<file path="src/rtl/dcache_flush_wb.sv">
// -----------------------------------------------------------------------------
// dcache_flush_wb
//   Dirty-line writeback/flush engine for the D-cache. On a flush request it
//   walks every tag location in index order. Each valid+dirty line is read
//   from data memory beat by beat, written to the bus, and then has its dirty
//   bit cleared through the tag update port. When the walk is complete, the
//   tag FIFO pointers are reset with a one-cycle fifo_flush pulse.
//
// Ports
//   clk, reset_n               clock, asynchronous active-low reset
//   flush_req                  start a flush (sampled only while idle)
//   flush_busy                 high whenever the engine is not idle
//   flush_done, fifo_flush     one-cycle pulses at the end of a flush
//   tag_rptr                   tag location being examined
//   tag_rvalid/rdirty/rtag     combinational contents of tag_mem[tag_rptr]
//   tag_uwr/uptr/utag          tag update strobe/location/tag; the update
//                              writes {valid=1,dirty=0,tag_utag}
//   dmem_rd/raddr              data memory read; data arrives one cycle later
//   dmem_rdata                 data memory read data
//   wb_stb/we/adr/dat          write-only bus master, request held until ack
//   wb_ack                     bus accept for the current beat
// -----------------------------------------------------------------------------
module dcache_flush_wb #(
  parameter  int DP         = 4,
  parameter  int LINE_BEATS = 8,
  parameter  int TAG_W      = 27,
  localparam int IW         = $clog2(DP),
  localparam int BW         = $clog2(LINE_BEATS)
) (
  input  logic              clk,
  input  logic              reset_n,
  input  logic              flush_req,
  output logic              flush_busy,
  output logic              flush_done,
  output logic              fifo_flush,
  output logic [IW-1:0]     tag_rptr,
  input  logic              tag_rvalid,
  input  logic              tag_rdirty,
  input  logic [TAG_W-1:0]  tag_rtag,
  output logic              tag_uwr,
  output logic [IW-1:0]     tag_uptr,
  output logic [TAG_W-1:0]  tag_utag,
  output logic              dmem_rd,
  output logic [IW+BW-1:0]  dmem_raddr,
  input  logic [31:0]       dmem_rdata,
  output logic              wb_stb,
  output logic              wb_we,
  output logic [31:0]       wb_adr,
  output logic [31:0]       wb_dat,
  input  logic              wb_ack
);

  typedef enum logic [2:0] {
    S_IDLE = 3'd0,
    S_SCAN = 3'd1,
    S_RD   = 3'd2,
    S_CAP  = 3'd3,
    S_WR   = 3'd4,
    S_CLR  = 3'd5,
    S_DONE = 3'd6
  } state_t;

  localparam logic [IW-1:0] IDX_LAST  = IW'(DP - 1);
  localparam logic [IW-1:0] IDX_ONE   = IW'(1);
  localparam logic [BW-1:0] BEAT_LAST = BW'(LINE_BEATS - 1);
  localparam logic [BW-1:0] BEAT_ONE  = BW'(1);

  state_t             state_r, state_s;
  logic [IW-1:0]      idx_r, idx_s;
  logic [BW-1:0]      beat_r, beat_s;
  logic [TAG_W-1:0]   tag_r, tag_s;
  logic [31:0]        wb_dat_r, wb_dat_s;

  // State and datapath registers; reset aborts any flush in progress.
  always_ff @(posedge clk or negedge reset_n) begin
    if (!reset_n) begin
      state_r  <= S_IDLE;
      idx_r    <= {IW{1'b0}};
      beat_r   <= {BW{1'b0}};
      tag_r    <= {TAG_W{1'b0}};
      wb_dat_r <= 32'h0000_0000;
    end else begin
      state_r  <= state_s;
      idx_r    <= idx_s;
      beat_r   <= beat_s;
      tag_r    <= tag_s;
      wb_dat_r <= wb_dat_s;
    end
  end

  // Next-state and counter update logic.
  always_comb begin
    state_s  = state_r;
    idx_s    = idx_r;
    beat_s   = beat_r;
    tag_s    = tag_r;
    wb_dat_s = wb_dat_r;
    case (state_r)
      S_IDLE: begin
        if (flush_req) begin
          state_s = S_SCAN;
          idx_s   = {IW{1'b0}};
          beat_s  = {BW{1'b0}};
        end else begin
          state_s = S_IDLE;
        end
      end
      S_SCAN: begin
        // Invalid entries are skipped even when their dirty bit is set.
        if (tag_rvalid && tag_rdirty) begin
          tag_s   = tag_rtag;
          state_s = S_RD;
        end else if (idx_r == IDX_LAST) begin
          state_s = S_DONE;
        end else begin
          idx_s   = idx_r + IDX_ONE;
          state_s = S_SCAN;
        end
      end
      S_RD: begin
        state_s = S_CAP;
      end
      S_CAP: begin
        // Read data is valid the cycle after dmem_rd.
        wb_dat_s = dmem_rdata;
        state_s  = S_WR;
      end
      S_WR: begin
        if (wb_ack) begin
          if (beat_r == BEAT_LAST) begin
            beat_s  = {BW{1'b0}};
            state_s = S_CLR;
          end else begin
            beat_s  = beat_r + BEAT_ONE;
            state_s = S_RD;
          end
        end else begin
          state_s = S_WR;
        end
      end
      S_CLR: begin
        if (idx_r == IDX_LAST) begin
          state_s = S_DONE;
        end else begin
          idx_s   = idx_r + IDX_ONE;
          state_s = S_SCAN;
        end
      end
      S_DONE: begin
        idx_s   = {IW{1'b0}};
        state_s = S_IDLE;
      end
      default: begin
        state_s = S_IDLE;
      end
    endcase
  end

  // Output decode; every output is a function of registered state only.
  always_comb begin
    flush_busy = (state_r != S_IDLE);
    flush_done = (state_r == S_DONE);
    fifo_flush = (state_r == S_DONE);
    tag_uwr    = (state_r == S_CLR);
    dmem_rd    = (state_r == S_RD);
    wb_stb     = (state_r == S_WR);
    wb_we      = (state_r == S_WR);
    tag_rptr   = idx_r;
    tag_uptr   = idx_r;
    tag_utag   = tag_r;
    dmem_raddr = {idx_r, beat_r};
    wb_adr     = {tag_r, beat_r, 2'b00};
    wb_dat     = wb_dat_r;
  end

endmodule

</file>
<file path="config.mk">
export PLATFORM = sky130hd
export DESIGN_NAME = dcache_flush_wb
export DESIGN_NICKNAME = d
export VERILOG_FILES = /design/src/rtl/dcache_flush_wb.sv
export SDC_FILE = /design/constraint.sdc
export NUM_CORES = 1
export LEC_CHECK = 0
export ABC_AREA = 1
export CAP_MARGIN = 40
export CORE_UTILIZATION = 35
export DETAILED_ROUTE_END_ITERATION = 6
export PLACE_DENSITY_LB_ADDON = 0.12
export SLEW_MARGIN = 20
export SYNTH_ARGS = -nofsm -noshare
export SYNTH_HDL_FRONTEND = slang
export SYNTH_SLANG_ARGS = --single-unit
</file>
<file path="constraint.sdc">
create_clock -name clk -period 1.72 [get_ports clk]
set_input_delay 0.43 -clock clk [delete_from_list [all_inputs] [get_ports clk]]
set_output_delay 0.43 -clock clk [all_outputs]
set_load 0.005 [all_outputs]
</file>
Yosys cells after proc, flatten, opt, wreduce, memory -nomap -nowiden

Index checks and enable logic that the tools add are counted.

$add $sub $neg: 2
Equality and inequality tests: 11
Muxes and demuxes: 14
Reduce and logical (&&, ||, !) cells: 8

Operators with widths:

| cell                                                   | count |
|---|---|
| two-way mux 3 bit                                      | 7 |
| case mux 3 bit (6 select lines)                        | 1 |
| == test 3 bit (second input constant)                  | 4 |
| case mux 2 bit (4 select lines)                        | 1 |
| == test 3 x 2 -> 1 bit (second input constant)         | 2 |
| two-way mux 2 bit                                      | 3 |
| case mux 3 bit (2 select lines)                        | 1 |
| AND reduction 3 bit                                    | 2 |
| inequality test 2 bit (second input constant)          | 2 |
| nonzero test 4 bit                                     | 1 |
| adder 3 x 1 -> 3 bit (second input constant)           | 1 |
| == test 3 x 1 -> 1 bit (second input constant)         | 1 |
| logical NOT 3 bit                                      | 1 |
| nonzero test 3 bit                                     | 1 |
| adder 2 x 1 -> 2 bit (second input constant)           | 1 |
| == test 2 bit (second input constant)                  | 1 |
| inequality test 2 x 1 -> 1 bit (second input constant) | 1 |
| AND reduction 2 bit                                    | 1 |
| nonzero test 2 bit                                     | 1 |
| logical AND 1 bit                                      | 1 |
| two-way mux 1 bit                                      | 1 |

Register bits: 67
Bits of input ports: 65
Output and inout bits: 107
Word-level logic and storage cells: 40

Longest topological paths before layout

Depth after elaboration: 4
Depth in mapped cells: 9
Mapped depth without buffers: 8

Worst setup path before layout

No wires, ideal clock.

Path type: register to output
Start: reg state_r[0]
End: out wb_we
Arrival time: 1.001 ns
Path slack: 0.289 ns
Cell stages (with the launch flop): 5
Cells stage by stage: dfrtp_1 > nor2_1 > nand2_1 > inv_1 > buf_4

Cells in the longest elaborated chain, start to end: 1

RTL lines:

| element                | line | text |
|---|---|---|
| from (decl)            | 68   | `state_t state_r, state_s;` |
| from (signal assigned) | 83   | `state_r <= state_s;` |
| == test 3 bit          | n/a  |  |
| to (decl)              | 47   | `output logic wb_we,` |

Every way passes these cells.

Worst setup path in the final report

Start: reg state_r[1]
End: out tag_uwr

Cells in the longest elaborated chain, start to end: 1

RTL lines:

| element       | line | text |
|---|---|---|
| == test 3 bit | 164  | `tag_uwr = (state_r == S_CLR);` |
| to (decl)     | 40   | `output logic tag_uwr,` |

Every way passes these cells.

==> run metrics <==
RR Startpoint=state_r[1]; post-synth top area share=53.05%; WP data arrival=1270 ps; clk slew on worst S/H paths=80 ps; Crit Path Class=reg2out; die width=97.03 um; Via Count=2516; Core Footprint=0.008721 sq mm; hpwl dp=5387 um; grt peak-use layer=met2; Tot GR Track Use=16.59%; stages on the worst setup path=6; dpl cell area=0.004772 sq mm; deepest clock path buffer count=2; number of synthesized register bits=67; clk sinks=67; simple-gate portion of the synthesized area=12.98%; capture point of the worst path=tag_uwr; Worst setup SP type=flip-flop; WL per Instance=13.89 um; CTS tree=yes; Post-Layout Inst Area=0.005139 sq mm; Leakage Power=2.558 nW; Worst path top cell family by delay=buffers and inverters; fin cells=558; die height=97.03 um; grt ovf=0; drt first-iter violations=76; Seq/Total Area, Yosys=53.05%; Synth Area in XOR/XNOR=0%; Avg Vias per Cell=4.509; worst-path fanout max=2; Reg2Reg Depth=6; area leader, netlist=dfrtp_1; Worst path max stage delay=400 ps; critical path startpoint=state_r[1]; worst-path cell with the longest stage delay=dfrtp_1; critical-path cell list=buf_6, buf_6, inv_4, nand2_4, nor2_1, buf_2; Ports=172; CTS root buf=clkbuf_8; DRC viols=0; Slew Limit Fails=0; grt met3 use=4.118%; flop2flop setup slack=70 ps; maxcap violations=0; crit share post-route=98.82%; synth warn=0; Ant. Diodes=0; Starting Density=36.24%; # nets final=513; Die Area=0.009414 sq mm; maximum vdd drop=0.0007218 V; largest family of logic cells by synthesized area=multiplexers; outcome=complete, no violations; RSZ-0062 raised after global routing=true; post-synthesis cell type count=25; Final TNS setup=0 ps; Synth Instances=286; global-route wire length before repair=12450 um; Area Overhead vs Synth=62.59%; CTS Buf Count=9; post-synthesis compound-gate area fraction=4.790%; RR Endpoint=wb_dat[16]; pwr dens=1695 mW/mm^2; dpl cells=528; largest net degree at the start of global routing=68; syn avg cell area=11.05 sq um; met2 Use GR=26.49%; final count of hold timing violations=0; Critical Path Sink Type=output port; Post-Syn Area=0.003161 sq mm; total wire length=7750 um; antenna violations before repair=0; Worst Hold Class=in2async; WP buf/inv=4; global placement routability congestion=0.7844; final setup fails=0; minimum clock period=1700 ps; CP dominant cell by count=buf_6; H-tree levels=3; share of cells above drive strength 1=22.22%; # rows=34; met1 Use GR=21.76%; adder-cell share of the synthesized area=1.188%; number of port buffers=169; Max Clock Skew=8.584 ps; Pre-antenna DRT Iters=4; number of fill cells in the layout=750; WP data required=1290 ps; Synth area leaders=dfrtp_1 (53%), mux2_4 (14%), buf_4 (9.0%), nand2_1 (8.7%), o21ai_0 (4.3%); post-route antenna net violation count=0; multiplexer share of the synthesized area=14.85%; vias in the first global route=2431; worst skew pair latency=340 ps; fmax=588.4 MHz; Power, Total=0.008708 W
-- registers in the layout, indices dropped and copies added (netlist names) --
signal,cells
beat_r,3
state_r,3
tag_rptr,2
tag_utag,27
wb_dat,32
-- worst register-to-register path, cell delays in order (launching register included) --
cell	delay, ps
dfrtp_1	400
buf_6	120
buf_4	140
buf_4	130
nand3_4	210
buf_12	200
mux2_2	340
-- cells in the mapped netlist --
cell and n:
buf_2 1, buf_4 38, buf_6 6, clkbuf_1 3
clkbuf_2 1, conb_1 1, dfrtp_1 67, ha_1 3
inv_1 7, inv_2 3, mux2_2 3, mux2_4 29
nand2_1 73, nand2_4 1, nand3_1 8, nand3_2 1
nand3_4 1, nand4_1 1, nor2_1 6, nor2_2 2
nor2_4 1, nor3_1 1, o211ai_1 1, o21ai_0 27
o21ai_2 1
-- what timing repair did --
action                                  CTS  global route
hold buffers                              0             0
pin swaps                                 3             1
gates resized for setup                  22            31
endpoints found under the setup margin   17            21
buffers inserted                         13             2
-- kinds of logic (layout without fill, tap and decap cells) --
logic type	Yosys count	after routing
and+or+nand+nor	95	95
DFF	67	67
buffers and inverters	59	222
muxes	32	32
AOI/OAI and AO/OA	29	29
adders and majority gates	3	3
other	1	2
-- layer usage --
| layer | part of all wire [%] | vias up |
|---|---|---|
| li1 | - | 1206 |
| met5 | 0 | - |
| met2 | 49 | 90 |
| met4 | 1.3 | 0 |
| met3 | 5.9 | 10 |
| met1 | 43 | 1210 |
-- layout by cell type (no fill, tap or decap) --
cell | netlist | layout
mux2_4 | 29 | 29
clkbuf_8 | 0 | 11
inv_1 | 7 | 4
nand2_4 | 1 | 1
mux2_2 | 3 | 3
o211ai_1 | 1 | 1
nor2_4 | 1 | 3
inv_4 | 0 | 2
nand3_4 | 1 | 2
clkdlybuf4s50_1 | 0 | 150
bufinv_16 | 0 | 1
clkbuf_2 | 1 | 4
inv_6 | 0 | 1
buf_2 | 1 | 4
dlymetal6s2s_1 | 0 | 11
nand2_2 | 0 | 1
nor3_1 | 1 | 1
ha_1 | 3 | 3
dfrtp_1 | 67 | 67
nand4_1 | 1 | 1
buf_6 | 6 | 6
o21ai_0 | 27 | 27
buf_4 | 38 | 16
inv_2 | 3 | 4
conb_1 | 1 | 2
nand3_2 | 1 | 1
o21ai_2 | 1 | 1
nor2_2 | 2 | 2
nand2_1 | 73 | 72
buf_12 | 0 | 5
nor2_1 | 6 | 4
clkinv_2 | 0 | 1
clkinvlp_4 | 0 | 1
nand3_1 | 8 | 7
clkinv_4 | 0 | 1
-- worst min path at each step --
stage / startpoint / endpoint / slack (ps) / cells past startpoint
2_1_floorplan: reset_n / beat_r[0] / 130 / 0
3_3_place_gp: reset_n / tag_utag[13] / 480 / 2
3_5_place_dp: reset_n / tag_utag[13] / 480 / 2
4_1_cts: reset_n / tag_utag[13] / 110 / 2
5_1_grt: reset_n / tag_utag[26] / 110 / 2
6_report: reset_n / tag_utag[8] / 100 / 2
-- report_power, final --
group	total (W)	leakage, nW	switching, W	internal (W)
logic	0.00453	1.64	0.00150	0.00303
clock network	0.00138	0.106	0.000626	0.000754
registers	0.00280	0.815	0.000471	0.00233
total	0.00871	2.56	0.00260	0.00611
-- metrics by stage --
step                      worst slack, ps  hold WS (ps)  utilization (%)
after floorplan                     289.2         134.4                -
after global placement              39.39         478.9            54.72
after detailed placement            32.79         479.4            54.72
after CTS                          -57.78         110.5            58.24
after global routing               -45.28         113.5            58.92
final                               20.37         101.0            58.92
-- cell type report --
class                   count  area [sq um]  area share, %
flip-flops and latches     67          1677          32.63
inverters                  10         42.54         0.8279
well taps                 108         135.1          2.630
multi-input cells         161          1106          21.52
clock inverters             5         60.06          1.169
clock buffers              11         151.4          2.946
repair buffers            196          1967          38.28
No activity file was read; power rests on OpenSTA's default activity.
